File: config.mk
export PLATFORM = sky130hd
export DESIGN_NAME = mem_access_unit
export DESIGN_NICKNAME = d
export VERILOG_FILES = /design/src/rtl/mem_access_unit.sv
export SDC_FILE = /design/constraint.sdc
export NUM_CORES = 1
export LEC_CHECK = 0
export ABC_AREA = 1
export BUFFER_PORTS_ARGS = -buffer_cell sky130_fd_sc_hd__buf_2
export CAP_MARGIN = 20
export CORE_MARGIN = 3
export CORE_UTILIZATION = 35
export CTS_CLUSTER_DIAMETER = 60
export DETAILED_ROUTE_END_ITERATION = 10
export PLACE_DENSITY = 0.67
export SLEW_MARGIN = 20
export SYNTH_ARGS = -nofsm -noshare
export SYNTH_HDL_FRONTEND = slang
export SYNTH_SLANG_ARGS = --single-unit
File: constraint.sdc
create_clock -name clk -period 7.3 [get_ports clk]
set_input_delay 1.46 -clock clk [delete_from_list [all_inputs] [get_ports clk]]
set_output_delay 1.46 -clock clk [all_outputs]
set_load 0.05 [all_outputs]
File: src/rtl/mem_access_unit.sv
// Load/store unit between the pipeline and the data cache: validates alignment,
// drives one cache access per request, formats load data and returns a tagged response.
module mem_access_unit #(
    parameter int ADDR_WIDTH = 64,
    parameter int DATA_WIDTH = 64
) (
    input  logic                  clk,
    input  logic                  reset,
    // pipeline request
    input  logic                  req_valid,
    output logic                  req_ready,
    input  logic [ADDR_WIDTH-1:0] req_addr,
    input  logic [DATA_WIDTH-1:0] req_wdata,
    input  logic [1:0]            req_size,
    input  logic                  req_unsigned,
    input  logic                  req_wrn,
    input  logic [4:0]            req_rd,
    input  logic                  flush,
    // pipeline response
    output logic                  resp_valid,
    input  logic                  resp_ready,
    output logic [DATA_WIDTH-1:0] resp_data,
    output logic [4:0]            resp_rd,
    output logic                  resp_misaligned,
    // data cache
    output logic [ADDR_WIDTH-1:0] dc_addr,
    output logic [DATA_WIDTH-1:0] dc_wdata,
    output logic [1:0]            dc_wlen,
    output logic                  dc_enable,
    output logic                  dc_wrn,
    input  logic [DATA_WIDTH-1:0] dc_rdata,
    input  logic                  dc_valid,
    input  logic                  dc_write_done
);

    typedef enum logic [1:0] {
        ST_IDLE   = 2'd0,
        ST_ACCESS = 2'd1,
        ST_RESP   = 2'd2
    } state_t;

    state_t                state_q;
    logic                  kill_q;
    logic [ADDR_WIDTH-1:0] lat_addr_q;
    logic [DATA_WIDTH-1:0] lat_wdata_q;
    logic [1:0]            lat_size_q;
    logic                  lat_unsigned_q;
    logic                  lat_wrn_q;
    logic                  dc_enable_q;
    logic                  resp_valid_q;
    logic [DATA_WIDTH-1:0] resp_data_q;
    logic [4:0]            resp_rd_q;
    logic                  resp_misaligned_q;

    logic                  accept;
    logic                  req_misaligned;
    logic                  complete;
    logic [5:0]            shift_amt;
    logic [DATA_WIDTH-1:0] shifted;
    logic [DATA_WIDTH-1:0] load_data;

    always_comb begin
        req_ready = (state_q == ST_IDLE) ||
                    ((state_q == ST_RESP) && resp_ready && !flush);
        accept    = req_valid && req_ready;

        unique case (req_size)
            2'd0:    req_misaligned = 1'b0;
            2'd1:    req_misaligned = req_addr[0];
            2'd2:    req_misaligned = (req_addr[1:0] != 2'b00);
            default: req_misaligned = (req_addr[2:0] != 3'b000);
        endcase

        complete = (state_q == ST_ACCESS) && (lat_wrn_q ? dc_write_done : dc_valid);
    end

    // The cache returns the whole aligned word; pick the addressed lane and extend it.
    always_comb begin
        shift_amt = {lat_addr_q[2:0], 3'b000};
        shifted   = dc_rdata >> shift_amt;
        unique case (lat_size_q)
            2'd0: load_data = {{(DATA_WIDTH-8){~lat_unsigned_q & shifted[7]}},   shifted[7:0]};
            2'd1: load_data = {{(DATA_WIDTH-16){~lat_unsigned_q & shifted[15]}}, shifted[15:0]};
            2'd2: load_data = {{(DATA_WIDTH-32){~lat_unsigned_q & shifted[31]}}, shifted[31:0]};
            default: load_data = shifted;
        endcase
    end

    always_ff @(posedge clk or posedge reset) begin
        if (reset) begin
            state_q           <= ST_IDLE;
            kill_q            <= 1'b0;
            lat_addr_q        <= '0;
            lat_wdata_q       <= '0;
            lat_size_q        <= 2'd0;
            lat_unsigned_q    <= 1'b0;
            lat_wrn_q         <= 1'b0;
            dc_enable_q       <= 1'b0;
            resp_valid_q      <= 1'b0;
            resp_data_q       <= '0;
            resp_rd_q         <= 5'd0;
            resp_misaligned_q <= 1'b0;
        end else begin
            case (state_q)
                ST_IDLE: begin
                    kill_q <= 1'b0;
                end
                ST_ACCESS: begin
                    if (flush) begin
                        kill_q <= 1'b1;
                    end
                    if (complete) begin
                        // Drop enable on the completion edge so the cache never repeats the access.
                        dc_enable_q <= 1'b0;
                        if (kill_q || flush) begin
                            state_q <= ST_IDLE;
                            kill_q  <= 1'b0;
                        end else begin
                            state_q           <= ST_RESP;
                            resp_valid_q      <= 1'b1;
                            resp_misaligned_q <= 1'b0;
                            resp_data_q       <= lat_wrn_q ? '0 : load_data;
                        end
                    end
                end
                ST_RESP: begin
                    if (flush || resp_ready) begin
                        state_q      <= ST_IDLE;
                        resp_valid_q <= 1'b0;
                    end
                end
                default: begin
                    state_q <= ST_IDLE;
                end
            endcase

            // A new request overrides the RESP->IDLE transition above (back-to-back).
            if (accept) begin
                lat_addr_q     <= req_addr;
                lat_wdata_q    <= req_wdata;
                lat_size_q     <= req_size;
                lat_unsigned_q <= req_unsigned;
                lat_wrn_q      <= req_wrn;
                resp_rd_q      <= req_rd;
                if (req_misaligned) begin
                    state_q           <= ST_RESP;
                    resp_valid_q      <= 1'b1;
                    resp_misaligned_q <= 1'b1;
                    resp_data_q       <= '0;
                end else begin
                    state_q           <= ST_ACCESS;
                    dc_enable_q       <= 1'b1;
                    resp_valid_q      <= 1'b0;
                    resp_misaligned_q <= 1'b0;
                end
            end
        end
    end

    assign resp_valid      = resp_valid_q;
    assign resp_data       = resp_data_q;
    assign resp_rd         = resp_rd_q;
    assign resp_misaligned = resp_misaligned_q;
    assign dc_addr         = lat_addr_q;
    assign dc_wdata        = lat_wdata_q;
    assign dc_wlen         = lat_size_q;
    assign dc_wrn          = lat_wrn_q;
    assign dc_enable       = dc_enable_q;

endmodule

==> impl_metrics.yaml <==
timing:
  drv_slew: 0
  fmaxAchievable_mhz: 264
  slew_headroom_pct: 33.0
  rsz0062_at_grt: "no"
  min_period_over_period_pct: 51.9
  timing.final.ws_setup_ns: 3.51
  setup_tns_ns: 0
  setup_viol: 0
  clock_skew_ns: 0.00947
  hold_viol_final: 0
  fin_crit_ns: 3.79
  worst_pin_slew_ns: 1.00
synthesis:
  synth_nets: 1591
  yosys-top-cells-area: "dfrtp_1, nand2_1, o21ai_0"
  ys.flop_type: "dfrtp_1"
  ys_warn_count: 0
  synth_top_area_cell: "dfrtp_1"
  seq_area_frac_synth_pct: 48.8
  ys_top_cells_by_count: "nand2_1, dfrtp_1, o21ai_0, a21oi_1, clkbuf_1"
  synth_area_mm2: 0.0106
  syn_inst: 1383
  ys_ff_latch: 207
  synth-async-reset-ratio_pct: 100
  synth.avg_cell_area_um2: 7.67
  yosys.area.top_type_share_pct: 48.8
  synth_cell_type_count: 35
  yosysMostFrequentCell: "nand2_1"
  synth_enable_flop_cells: 0
global_route:
  grt_overflow: 0
  grt_max_degree: 129
  grt_pass1_wl_um: 57400
  grt_pass1_vias: 10400
  antenna_found_initial: 4
  track_usage_pct: 21.7
status:
  status: "finished clean"
power:
  peakVddDrop_uv: 291
  power_density_mw_per_mm2: 550
  leakage_uw: 0.00728
worst_setup_path:
  crit_chain: "buf_2 > inv_1 > nand2_1 > a21oi_1 > buf_2"
  r2r_start: "dc_addr[1]$_DFFE_PP0P_"
  critPathMaxStageDelay_ns: 0.35
  critical_path_buf_inv_count: 3
  crit_path_start_kind: "input pin"
  critPathSlowestCell: "buf_2"
  crit_start: "flush"
  path_common_cell: "buf_2"
  critPathTopFamily: "buffers and inverters"
  critPathCaptureType: "output port"
  worstPathRequired_ns: 5.84
  worst-path-max-fanout: 2
  crit_arrival_ns: 2.33
  worst-setup-path-type: "input pin to output port"
layout:
  layout-drive-gt1-share_pct: 31.7
  fillers: 3044
  area_growth_pct: 27.1
  multi_input_area_mm2: 0.00475
  layout.nets: 1940
  stdcell_count: 2140
  seqCellArea_mm2: 0.00518
hold_path:
  hp-start: "dc_wdata[62]$_DFFE_PP0P_"
  min_path_type: "flop to flop"
drt:
  wl_um: 36900
  wl_per_cell_um: 17.2
  drc: 0
  viasPerCell: 4.95
  first_pass_iters: 5
  vias: 10600
  ant_nets: 0
  drt_iter0_drc: 955
die:
  top_level_ports: 412
  fp.dieW_um: 180
  dieArea_mm2: 0.0324
  initial_core_util_pct: 35.6
  coreArea_mm2: 0.0298
  die_h_um: 180
  std_cell_rows: 63
clock_network:
  cts_root_buf: "clkbuf_16"
  cts_sinks: 207
  ctsHoldBuffers: 0
  cts_max_level: 1
  clockBufferDepth: 3
  path_clk_slew_ns: 0.06
  cts_tree: "done"
  post-cts-setup-buffers: 0
  cts_made_buffers: 25
  cts-resized-gates: 0
  clk_latency_ns: 0.53
placement:
  place_inst: 2095
  port_buffers: 411
  dp_slack_ns: 3.12
  gp_congestion: 0.918
  dp_hpwl_um: 26400
run:
  drv_cap: 0
-- layout by cell type (no fill, tap or decap), types with 26 or more instances in the layout --
master / synthesis / routed
a21oi_1: 63 / 63
a21oi_2: 31 / 31
buf_2: 31 / 411
dfrtp_1: 207 / 205
inv_1: 28 / 26
nand2_1: 673 / 672
nand3_1: 27 / 27
nand3_2: 36 / 36
nor2_1: 29 / 28
o21ai_0: 145 / 145
-- worst reg2reg max path: stages (launching register included) --
cell and delay [ns]:
dfrtp_1 0.33, buf_4 0.46, clkinv_2 0.79, nand3_1 0.38
nand3_1 0.11, nand2_2 0.14, nand2_4 0.11, nand2_4 0.11
inv_4 0.10, nand2_8 0.25, nand3_2 0.18, a21oi_2 0.17
-- final cells by class --
class,instances,area share (%)
sequential,207,38.4
multi-input combinational,1043,35.2
timing repair buffer,419,15.7
clock buffer,32,5.06
tap,390,3.62
inverter,36,1.13
clock inverter,12,0.826
antenna,1,0.0186
-- cells by family after synthesis --
logic type | Yosys count | share of synthesized area (%)
flip-flops | 207 | 48.8
buffers and inverters | 133 | 6.61
AND/OR/NAND/NOR | 784 | 30.9
AO/OA/AOI/OAI | 259 | 13.7
-- routing by layer --
layer,GRT usage (%),part of all wire (%),wire length [um]
met1,26.8,39,14400
met2,37.8,50,18400
met3,5.21,7.9,2930
met4,6.63,3.1,1130
met5,0,0.11,41
-- flip-flops by register name, indices dropped and copies added, names as in the netlist --
signal,flops
resp_misaligned,1
resp_valid,1
lat_unsigned_q,1
dc_addr,64
resp_data,64
dc_wrn,1
dc_wlen,2
kill_q,1
dc_wdata,64
state_q,2
resp_rd,5
dc_enable,1
-- per-stage QoR --
| step | total power [uW] | utilization [%] | hold WS (ns) | area (um2) |
|---|---|---|---|---|
| 6_report | 7420 | 45.3 | 0.473 | 13500 |
| 5_1_grt | 7880 | 45.3 | 0.486 | 13500 |
| 4_1_cts | 7440 | 45.2 | 0.476 | 13500 |
| 3_5_place_dp | 6210 | 42.6 | 0.460 | 12700 |
| 3_3_place_gp | 6160 | 42.6 | 0.458 | 12700 |
| 2_1_floorplan | 5270 | - | 0.467 | 10600 |
-- where the power goes --
part           total (uW)  switching (uW)  internal, uW
clock network        1210             506           700
registers            1930             304          1630
logic                4270            3350           926
-- worst paths after layout --
path / to / slack (ns) / depth (start not counted)
worst max-delay path: req_ready / 3.51 / 5
worst min-delay path: dc_wdata[62]$_DFFE_PP0P_ / 0.47 / 2
worst max register to register: resp_data[45]$_DFF_PP0_ / 4.11 / 11
worst min register to register: dc_wdata[62]$_DFFE_PP0P_ / 0.47 / 2
max in group asynchronous: dc_wdata[9]$_DFFE_PP0P_ / 4.91 / 3
min in group asynchronous: dc_addr[60]$_DFFE_PP0P_ / 1.11 / 2
Power figures use the tool's default switching activity.
